**config.mk**
```make
export PLATFORM = sky130hd
export DESIGN_NAME = neuron_feeder
export DESIGN_NICKNAME = d
export VERILOG_FILES = /design/src/rtl/nn_pkg.sv /design/src/rtl/feeder_addr_gen.sv /design/src/rtl/neuron_feeder.sv
export SDC_FILE = /design/constraint.sdc
export NUM_CORES = 1
export LEC_CHECK = 0
export CORE_MARGIN = 2
export CORE_UTILIZATION = 41
export CTS_CLUSTER_DIAMETER = 50
export DETAILED_ROUTE_END_ITERATION = 10
export HOLD_SLACK_MARGIN = 0.12
export PLACE_DENSITY_LB_ADDON = 0.12
export SETUP_SLACK_MARGIN = 0.5
export SLEW_MARGIN = 40
export SYNTH_ARGS = -nofsm -noshare
export SYNTH_HDL_FRONTEND = slang
export SYNTH_SLANG_ARGS = --single-unit
```
**constraint.sdc**
```tcl
create_clock -name clk -period 3.65 [get_ports clk]
set_clock_uncertainty 0.05 [all_clocks]
set_input_delay 0.73 -clock clk [delete_from_list [all_inputs] [get_ports clk]]
set_output_delay 0.73 -clock clk [all_outputs]
set_load 0.01 [all_outputs]
```
**src/rtl/nn_pkg.sv**
```systemverilog
// rtl/nn_pkg.sv - shared width, state type and address-width helper for the neuron feeder
package nn_pkg;

   // Q1.15 fixed point: activations, weights, biases and results
   localparam int Q15_WIDTH = 16;

   typedef enum logic [2:0] {
      IDLE  = 3'd0,
      FEED  = 3'd1,
      WAIT  = 3'd2,
      STORE = 3'd3,
      DONE  = 3'd4
   } feeder_state_e;

   // Address width for a space of 'depth' entries; never collapses to zero bits
   function automatic int addr_width(input int depth);
      return (depth > 1) ? $clog2(depth) : 1;
   endfunction

endpackage

```
**src/rtl/feeder_addr_gen.sv**
```systemverilog
// rtl/feeder_addr_gen.sv - beat/neuron counters and running weight-address accumulator
module feeder_addr_gen
   import nn_pkg::*;
#(
   parameter int NUM_INPUTS  = 784,
   parameter int NUM_NEURONS = 10
) (
   input  logic                                       clk_i,
   input  logic                                       rst_ni,
   input  logic                                       clear_i,
   input  logic                                       step_i,
   input  logic                                       next_neuron_i,
   output logic [addr_width(NUM_INPUTS)-1:0]             beat_o,
   output logic [addr_width(NUM_INPUTS*NUM_NEURONS)-1:0] waddr_o,
   output logic [addr_width(NUM_NEURONS)-1:0]            neuron_o,
   output logic                                       last_beat_o,
   output logic                                       last_neuron_o
);

   localparam int AW = addr_width(NUM_INPUTS);
   localparam int WW = addr_width(NUM_INPUTS * NUM_NEURONS);
   localparam int NW = addr_width(NUM_NEURONS);

   logic [AW-1:0] beat_q, beat_d;
   logic [WW-1:0] waddr_q, waddr_d;
   logic [NW-1:0] neuron_q, neuron_d;

   assign last_beat_o   = (beat_q == AW'(NUM_INPUTS - 1));
   assign last_neuron_o = (neuron_q == NW'(NUM_NEURONS - 1));
   assign beat_o        = beat_q;
   assign waddr_o       = waddr_q;
   assign neuron_o      = neuron_q;

   // Beat wraps per neuron; the weight address keeps running across neurons,
   // so it always equals neuron*NUM_INPUTS + beat without a multiplier
   always_comb begin
      beat_d   = beat_q;
      waddr_d  = waddr_q;
      neuron_d = neuron_q;
      if (clear_i) begin
         beat_d   = '0;
         waddr_d  = '0;
         neuron_d = '0;
      end else begin
         if (step_i) begin
            beat_d  = last_beat_o ? '0 : beat_q + 1'b1;
            waddr_d = waddr_q + 1'b1;
         end
         if (next_neuron_i) begin
            neuron_d = neuron_q + 1'b1;
         end
      end
   end

   // Counter registers
   always_ff @(posedge clk_i or negedge rst_ni) begin
      if (!rst_ni) begin
         beat_q   <= '0;
         waddr_q  <= '0;
         neuron_q <= '0;
      end else begin
         beat_q   <= beat_d;
         waddr_q  <= waddr_d;
         neuron_q <= neuron_d;
      end
   end

endmodule

```
**src/rtl/neuron_feeder.sv**
```systemverilog
// rtl/neuron_feeder.sv - sequences activation/weight beats into a shared neuron and stores results
module neuron_feeder
   import nn_pkg::*;
#(
   parameter int IN_WIDTH    = Q15_WIDTH,
   parameter int NUM_INPUTS  = 784,
   parameter int NUM_NEURONS = 10,
   parameter int TIMEOUT     = 15
) (
   input  logic                                       clk,
   input  logic                                       rst_n,
   input  logic                                       start,
   output logic                                       busy,
   output logic                                       done,
   output logic                                       error,
   output logic [addr_width(NUM_INPUTS)-1:0]             act_addr,
   input  logic [IN_WIDTH-1:0]                        act_rdata,
   output logic [addr_width(NUM_INPUTS*NUM_NEURONS)-1:0] wgt_addr,
   input  logic [IN_WIDTH-1:0]                        wgt_rdata,
   output logic [addr_width(NUM_NEURONS)-1:0]            bias_addr,
   input  logic [IN_WIDTH-1:0]                        bias_rdata,
   output logic [IN_WIDTH-1:0]                        data_out,
   output logic [IN_WIDTH-1:0]                        weight_out,
   output logic [IN_WIDTH-1:0]                        bias_out,
   output logic                                       valid_out,
   input  logic [IN_WIDTH-1:0]                        neuron_result,
   input  logic                                       neuron_valid,
   output logic [addr_width(NUM_NEURONS)-1:0]            res_addr,
   output logic [IN_WIDTH-1:0]                        res_data,
   output logic                                       res_we
);

   localparam int TW = addr_width(TIMEOUT);

   feeder_state_e        state_q, state_d;
   logic [TW-1:0]        wait_q, wait_d;
   logic                 error_q, error_d;
   logic [IN_WIDTH-1:0]  result_q, result_d;
   logic                 valid_q;

   logic                 clear;
   logic                 step;
   logic                 next_neuron;
   logic                 last_beat;
   logic                 last_neuron;
   logic [addr_width(NUM_NEURONS)-1:0] neuron;

   feeder_addr_gen #(
      .NUM_INPUTS  (NUM_INPUTS),
      .NUM_NEURONS (NUM_NEURONS)
   ) u_addr_gen (
      .clk_i         (clk),
      .rst_ni        (rst_n),
      .clear_i       (clear),
      .step_i        (step),
      .next_neuron_i (next_neuron),
      .beat_o        (act_addr),
      .waddr_o       (wgt_addr),
      .neuron_o      (neuron),
      .last_beat_o   (last_beat),
      .last_neuron_o (last_neuron)
   );

   // Next state and counter controls; a timeout leaves through DONE so the
   // host still sees a done pulse, with error marking the run as aborted
   always_comb begin
      state_d     = state_q;
      wait_d      = wait_q;
      error_d     = error_q;
      result_d    = result_q;
      clear       = 1'b0;
      step        = 1'b0;
      next_neuron = 1'b0;
      unique case (state_q)
         IDLE: begin
            if (start) begin
               clear   = 1'b1;
               error_d = 1'b0;
               state_d = FEED;
            end
         end
         FEED: begin
            step = 1'b1;
            if (last_beat) begin
               wait_d  = '0;
               state_d = WAIT;
            end
         end
         WAIT: begin
            if (neuron_valid) begin
               result_d = neuron_result;
               state_d  = STORE;
            end else if (wait_q == TW'(TIMEOUT - 1)) begin
               error_d = 1'b1;
               state_d = DONE;
            end else begin
               wait_d = wait_q + 1'b1;
            end
         end
         STORE: begin
            if (last_neuron) begin
               state_d = DONE;
            end else begin
               next_neuron = 1'b1;
               state_d     = FEED;
            end
         end
         DONE: begin
            state_d = IDLE;
         end
         default: begin
            state_d = IDLE;
         end
      endcase
   end

   // State, wait counter, sticky error, captured result and beat-valid delay
   always_ff @(posedge clk or negedge rst_n) begin
      if (!rst_n) begin
         state_q  <= IDLE;
         wait_q   <= '0;
         error_q  <= 1'b0;
         result_q <= '0;
         valid_q  <= 1'b0;
      end else begin
         state_q  <= state_d;
         wait_q   <= wait_d;
         error_q  <= error_d;
         result_q <= result_d;
         valid_q  <= step;
      end
   end

   // Read data lands one cycle after its address, aligned with valid_q; gating
   // keeps the neuron-facing bus at zero between beats and during reset
   assign valid_out  = valid_q;
   assign data_out   = valid_q ? act_rdata  : '0;
   assign weight_out = valid_q ? wgt_rdata  : '0;
   assign bias_out   = valid_q ? bias_rdata : '0;
   assign bias_addr  = neuron;

   assign busy     = (state_q != IDLE);
   assign done     = (state_q == DONE);
   assign error    = error_q;
   assign res_we   = (state_q == STORE);
   assign res_addr = neuron;
   assign res_data = result_q;

endmodule

```
# Yosys cells after proc, flatten, opt, wreduce, memory -nomap -nowiden
# Index checks and enable logic that the tools add are counted.
# classes
n_eq_ne	13
n_reduce_logical	10
mux	29
addsub	4
# op_table
op	n
$mux 16	3
$mux 10	3
$mux 13	2
$mux 4	5
$mux 3	5
$add 13x1->13 const B	1
$pmux 3 s4	1
$add 10x1->10 const B	1
$eq 10x10->1 const B	1
$add 4x1->4 const B	2
$eq 4x4->1 const B	2
$mux 1	8
$ne 2x2->1 const B	4
$pmux 4 s2	1
$reduce_and 4->1	2
$reduce_bool 2->1	4
$eq 3x2->1 const B	2
$eq 3x1->1 const B	1
$eq 3x3->1 const B	1
$logic_not 3->1	1
$ne 3x3->1 const B	1
$reduce_and 3->1	1
$reduce_bool 3->1	1
$ne 2x1->1 const B	1
other kinds (2)	2
# word_totals
wordCells	64
regBits	52
out_inout_bits	100

# Depth between registers and ports, before layout
# Gate-level depths: netlist (run 1).
# logic_depth
word_depth	5
depth_mapped	7

# Hierarchy
# From an unflattened synthesis (run 1), not the netlist that was laid out.
# unflattened
hier_cells	291
hier_area_um2	2944.1
# modules_own_cells
mod	area_per_inst_um2	seq_area_each_um2	cells_each	instances
neuron_feeder	1502.7	625.6	149	1
feeder_addr_gen	1441.4	675.6	142	1

# Least setup slack after synthesis (run 1)
# Ideal clock, no wire load.
# synth_path
path_kind	in2reg
startpoint	input port neuron_valid
endpoint	register wait_q[1]
n_path_buf	0
setup_time_ps	128
t_arrival_ps	1859
cell_stages	4
slack_ps	1614
cell_sequence	nor4b_1 -> nand2_1 -> o31ai_2 -> mux2_1
# synth_between
elab_chain_len	2
# synth_lines
item	line_no	text
from (decl)	neuron_feeder.sv:27	input logic neuron_valid,
$ne 2x2->1 (no source line)	n/a	
$reduce_and 4->1 (no source line)	n/a	
to (signal assigned)	neuron_feeder.sv:127	wait_q <= wait_d;
to (decl)	neuron_feeder.sv:36	logic [TW-1:0] wait_q, wait_d;
# Every way passes these cells.
# A chain may end at the register's enable or synchronous reset.

# Worst setup path after layout (run 1)
# layout_path
startpoint	input port bias_rdata[2]
endpoint	output port bias_out[2]
# layout_between
elab_chain_len	1
# layout_lines
item	line_no	text
from (decl)	neuron_feeder.sv:21	input logic [IN_WIDTH-1:0] bias_rdata,
$mux 16	neuron_feeder.sv:139	assign bias_out = valid_q ? bias_rdata : '0;
to (decl)	neuron_feeder.sv:24	output logic [IN_WIDTH-1:0] bias_out,
# Every way passes these cells.

==> results of run 1 <==
## area by class of cell
type / count / area (µm²)
Clock buffer: 6 / 82.6
Clock inverter: 2 / 10.0
Fill cell: 548 / 2090
Inverter: 8 / 30.0
Multi-Input combinational cell: 241 / 1370
Sequential cell: 52 / 1300
Tap cell: 80 / 100
Timing Repair Buffer: 169 / 1700
## final timing paths
check / startpoint / depth (start not counted) / to
worst max-delay path: bias_rdata[2] / 3 / bias_out[2]
worst min-delay path: rst_n / 1 / res_data[7]$_DFFE_PN0P_
worst max register to register: state_q[0]$_DFFE_PN0P_ / 4 / u_addr_gen.beat_o[5]$_DFFE_PN0P_
worst min register to register: res_data[8]$_DFFE_PN0P_ / 2 / res_data[8]$_DFFE_PN0P_
max in group asynchronous: rst_n / 3 / u_addr_gen.neuron_o[2]$_DFFE_PN0P_
min in group clk: res_data[8]$_DFFE_PN0P_ / 2 / res_data[8]$_DFFE_PN0P_
## metrics by stage
step                instance area, µm²  instances  util, %
finish                            4590        558     68.7
global route                      4590        558     68.7
CTS                               4590        558     68.7
detailed placement                4500        550     67.3
global placement                  4470        549     66.9
floorplan                         2790        320        -
## power by group through the flow
stage / combinational, µW / clock, µW / sequential [µW]
floorplan: 664 / 0 / 997
global placement: 1490 / 0 / 988
detailed placement: 1520 / 0 / 996
CTS: 1530 / 353 / 990
global route: 1640 / 376 / 1030
finish: 1520 / 339 / 986
## worst max-delay path: cells and delay by family
| family | cells | cell delay, ns |
|---|---|---|
| and+or+nand+nor | 1 | 0.11 |
| buffers and inverters | 2 | 1.02 |
## Yosys cell counts (all sizes together), types with 4 or more instances
master / number
nand3: 19
and2: 51
a21oi: 6
clkbuf: 13
buf: 6
nor2: 14
inv: 8
o21ai: 14
dfrtp: 52
ha: 6
o311ai: 5
nand2: 74
nand4: 5
or4: 4
or3: 4
xor2: 5
xnor2: 5
## flip-flops by register name (all words and copies together) (netlist names)
register / count
state_q: 3
valid_out: 1
u_addr_gen.beat_o: 10
error: 1
u_addr_gen.neuron_o: 4
u_addr_gen.waddr_o: 13
res_data: 16
wait_q: 4
## cells by family after synthesis
family	Yosys count	synth area share [%]
flops	52	46.7
mux	1	0.404
simple gates	191	35.3
buf+inv	27	4.27
compound gates	33	7.50
fa+ha+maj	6	2.70
xor+xnor	10	3.14
## metal layers
layer / track usage [%] / wire length [µm] / vias to the layer above
li1: - / - / 1376
met1: 25.7 / 3230 / 1291
met2: 35.5 / 3950 / 125
met3: 6.19 / 704 / 9
met4: 6.82 / 112 / 0
met5: 0 / 0 / -
==> run_results.csv, run 1 <==
group,metric,value,unit
sta,setup_tns,0,ns
critical_path,crit_fanout,1,
hold_path,hold_class,"in -> async",
critical_path,cp_data_arrival_time,1.86,ns
yosys,ys_seq_area_share,46.7,%
layout,finalNetCount,551,
critical_path,slowest_stage,"clkdlybuf4s50_1",
sta,hold_slack,0.268,ns
yosys,yosysTopAreaCellShare,46.7,%
sta,fmax,378,MHz
routing,via_count,2801,
power_and_ir_drop,power_frac_clock,11.9,%
power_and_ir_drop,power.total,2840,µW
layout,drive_gt1_share,3.77,%
sta,worstMarginPinSlew,0.730,ns
power_and_ir_drop,p_per_area,619,nW/µm²
sta,max-slew-margin-rel,50.6,%
clock_network,htreeDepth,2,
power_and_ir_drop,ir_drop,0.346,mV
yosys,synth_seq_cells,52,
routing,avgViaCountPerCell,5.02,
routing,ant_nets,0,
global_routing,grt_max_degree,50,
yosys,syn-num-nets,394,
power_and_ir_drop,swShare,38.0,%
sta,finalSetupViolCount,0,
global_routing,grt_antenna_before_repair,0,
critical_path,start_kind,"input pin",
power_and_ir_drop,switching_power,1080,µW
clock_network,ctsResizeCount,0,
yosys,ys_warn_count,0,
routing,first_iter_violations,102,
global_routing,gr-total-overflow,0,
yosys,synth_area_per_cell,8.70,µm²
sta,drv_slew,0,
clock_network,cts_tree,"done",
layout,areaGrowthSynthToFinish,64.9,%
sta,layout_setup_ws,1.01,ns
power_and_ir_drop,power.internal,1760,µW
job,maxCapViolations,0,
critical_path,critPathMostFrequentCell,"clkdlybuf4s50_1",
critical_path,cpPeakStageDelay,0.57,ns
clock_network,clock-sinks,52,
floorplan,rows,30,
yosys,synth_edf_count,0,
placed_design,port_buffers,167,
clock_network,clockBufferDepth,2,
clock_network,clkTransAtPathRegs,0.10,ns
power_and_ir_drop,pwr-share-seq,34.7,%
critical_path,r2r_setup_slack,1.28,ns
global_routing,grt_pass1_wl,12.5,mm
critical_path,crit_chain,"clkdlybuf4s50_1, and2_1, clkdlybuf4s50_1",
sta,post-route-period-util,72.4,%
yosys,synth_flop_cell,"dfrtp_1",
layout,final_cell_mix,"clkdlybuf4s50_1, nand2_1, and2_1, dfrtp_1, nand3_1",
power_and_ir_drop,p_comb_share,53.3,%
critical_path,cp-end-kind,"output pin",
placed_design,pre_cts_ws,0.964,ns
clock_network,insertion_delay,0.31,ns
power_and_ir_drop,p_leak,0.00193,µW
floorplan,fp.dieW,86.4,µm
clock_network,cts_hold_buffers,0,
critical_path,required,2.87,ns
layout,antenna_cells,0,
placed_design,dp_hpwl,6.24,mm
yosys,synthTopCellsByArea,"dfrtp_1, and2_1, nand2_1",
routing,drt-total-wl,8.00,mm
sta,finalHoldViolCount,0,
routing,firstDrtPassIters,4,
yosys,synthCells,320,
floorplan,io_pins,168,
yosys,async_flop_share,100,%
status,outcome,"complete, no violations",
yosys,synth_top_cell_by_area,"dfrtp_1",
global_routing,grt_usage,21.0,%
yosys,netlist-cell-type-count,39,
floorplan,fp.dieArea,7470,µm²
sta,period_needed,2.64,ns
yosys,syn-cell-area,2790,µm²
routing,drc,0,
global_routing,grt_pass1_vias,2573,
clock_network,cts_setup_buffers,0,
placed_design,gp_congestion,0.830,
sta,rsz0062_at_grt,"false",
floorplan,die_h,86.4,µm
critical_path,setup.worst_path.class,"in -> out",
layout,layout_commonest_cell,"clkdlybuf4s50_1",
clock_network,cts-root-buf,"clkbuf_8",
floorplan,coreArea,6680,µm²
clock_network,cts_buffers,5,
floorplan,initial_core_util,41.7,%
routing,wl_per_cell,14.3,µm
Note: power is estimated with default switching activity, not from simulation.
==> run 2, diff against run 1 <==
CORE_UTILIZATION = 38   (was 41)
clock period = 2.65 ns   (was 3.65 ns; I/O delays follow)
==> run 2 against run 1 <==
Sequential power is 33% higher. Wire length is 2.2% lower. Global-route usage is 1.9 points lower. Power is 36% higher. Design area is 0.33% higher. Die area is 7.5% higher. Cell count is 4.1% higher. Clock power is 60% higher. Via count hardly changed. Combinational power is 33% higher. Flip-flop and latch count stayed put. Critical path type is now in -> reg. Largest cell class unchanged. Highest routed layer unchanged.
==> run_results.csv, run 2 (same netlist as run 1, synthesis figures left out) <==
group,metric,value,unit
status,outcome,"complete, no violations",
floorplan,rows,31,
layout,layout_commonest_cell,"clkdlybuf4s50_1",
critical_path,cp_data_arrival_time,2.22,ns
layout,seq_area,1300,µm²
layout,fillers,645,
layout,multiInputGateArea,1380,µm²
critical_path,setup.worst_path.class,"in -> reg",
sta,fmax,489,MHz
sta,setup_tns,0,ns
routing,firstDrtPassIters,4,
floorplan,fp.dieArea,8030,µm²
floorplan,initial_core_util,38.8,%
routing,drc,0,
routing,first_iter_violations,161,
placed_design,port_buffers,167,
layout,finalNetCount,555,
clock_network,cts_buffers,5,
routing,avgViaCountPerCell,4.82,
global_routing,grt_pass1_wl,12.2,mm
critical_path,crit_fanout,5,
critical_path,crit_chain,"clkdlybuf4s50_1, nor2_1, or4_4, or4_1, o21ai_1",
critical_path,cp-end-kind,"flip-flop",
power_and_ir_drop,ir_drop,0.528,mV
hold_path,hold_class,"in -> async",
global_routing,gr-total-overflow,0,
clock_network,clockBufferDepth,2,
global_routing,grt_pass1_vias,2535,
layout,final_cell_mix,"clkdlybuf4s50_1, nand2_1, and2_1, dfrtp_1, dlygate4sd2_1",
clock_network,cts_tree,"done",
sta,layout_setup_ws,0.607,ns
clock_network,htreeDepth,2,
floorplan,die_h,89.6,µm
layout,largest_reg_flops,16,
routing,via_count,2799,
sta,worstMarginPinSlew,0.645,ns
sta,period_needed,2.04,ns
placed_design,dp_hpwl,6.00,mm
placed_design,gp_congestion,0.839,
layout,antenna_cells,0,
clock_network,cts-root-buf,"clkbuf_8",
critical_path,required,2.83,ns
layout,areaGrowthSynthToFinish,65.4,%
clock_network,clock-sinks,52,
sta,rsz0062_at_grt,"false",
sta,post-route-period-util,77.1,%
routing,drt-total-wl,7.83,mm
floorplan,fp.dieW,89.6,µm
routing,ant_nets,0,
power_and_ir_drop,p_per_area,840,nW/µm²
critical_path,slowest_stage,"or4_4",
job,maxCapViolations,0,
floorplan,io_pins,168,
sta,finalSetupViolCount,0,
placed_design,pre_cts_ws,0.306,ns
critical_path,start_kind,"input pin",
sta,drv_slew,0,
layout,drive_gt1_share,5.60,%
power_and_ir_drop,p_leak,0.00212,µW
routing,wl_per_cell,13.5,µm
critical_path,cpPeakStageDelay,0.55,ns
floorplan,coreArea,7180,µm²
sta,finalHoldViolCount,0,
clock_network,insertion_delay,0.30,ns
global_routing,grt_max_degree,53,
clock_network,clkTransAtPathRegs,0.09,ns
sta,max-slew-margin-rel,57.0,%
global_routing,grt_antenna_before_repair,0,
global_routing,grt_usage,19.1,%
-- run 2: worst paths after layout --
check                                        startpoint                                 to  slack (ns)  cells past startpoint
worst min-delay path                              rst_n            res_data[4]$_DFFE_PN0P_        0.28                      2
worst min register to register  res_data[9]$_DFFE_PN0P_            res_data[9]$_DFFE_PN0P_        0.43                      2
worst max register to register   state_q[1]$_DFFE_PN0P_  u_addr_gen.waddr_o[8]$_DFFE_PN0P_        0.63                      4
max in group asynchronous                         rst_n             state_q[2]$_DFFE_PN0P_        1.81                      2
min in group clk                res_data[9]$_DFFE_PN0P_            res_data[9]$_DFFE_PN0P_        0.43                      2
worst max-delay path                              start  u_addr_gen.waddr_o[8]$_DFFE_PN0P_        0.61                      5
-- run 2: layer usage --
layer  GRT usage [%]  share of wire (%)  vias up
met2            34.1                 49      111
met4            3.53               0.28        0
li1                -                  -     1386
met3            5.21                9.9        2
met5               0                  0        -
met1            23.2                 41     1300
-- run 2: timing repair --
item	in CTS	in global routing
pin swaps	1	0
gates resized for setup	55	4
hold buffers	0	0
endpoints found under the setup margin	51	20
buffers inserted	1	0
-- run 2: area by class of cell --
class | count | share of cell area, %
Clock buffer | 5 | 1.49
Clock inverter | 3 | 0.923
Inverter | 8 | 0.652
Multi-Input combinational cell | 241 | 30.0
Sequential cell | 52 | 28.3
Tap cell | 99 | 2.69
Timing Repair Buffer | 173 | 35.9
-- run 2: through the flow --
step / hold WS (ns) / utilization (%) / instances / power (µW) / area (µm²)
6_report: 0.278 / 64.2 / 581 / 3870 / 4610
5_1_grt: 0.339 / 64.2 / 581 / 4180 / 4610
4_1_cts: 0.304 / 64.1 / 581 / 3910 / 4600
3_5_place_dp: 0.412 / 63.1 / 572 / 3490 / 4520
3_3_place_gp: 0.408 / 63.1 / 572 / 3450 / 4520
2_1_floorplan: 0.184 / - / 320 / 2290 / 2790
-- run 2: worst max-delay path: cells and delay by family --
| kind | cells | cell delay (ns) |
|---|---|---|
| buffers and inverters | 1 | 0.50 |
| AO/OA/AOI/OAI | 1 | 0.08 |
| AND/OR/NAND/NOR | 3 | 1.11 |
-- run 2: power breakdown --
| group | switching, µW | leakage [µW] | internal, µW |
|---|---|---|---|
| Combinational | 959 | 0.00139 | 1060 |
| Sequential | 258 | 0.000681 | 1050 |
| Clock | 262 | 0.0000541 | 280 |
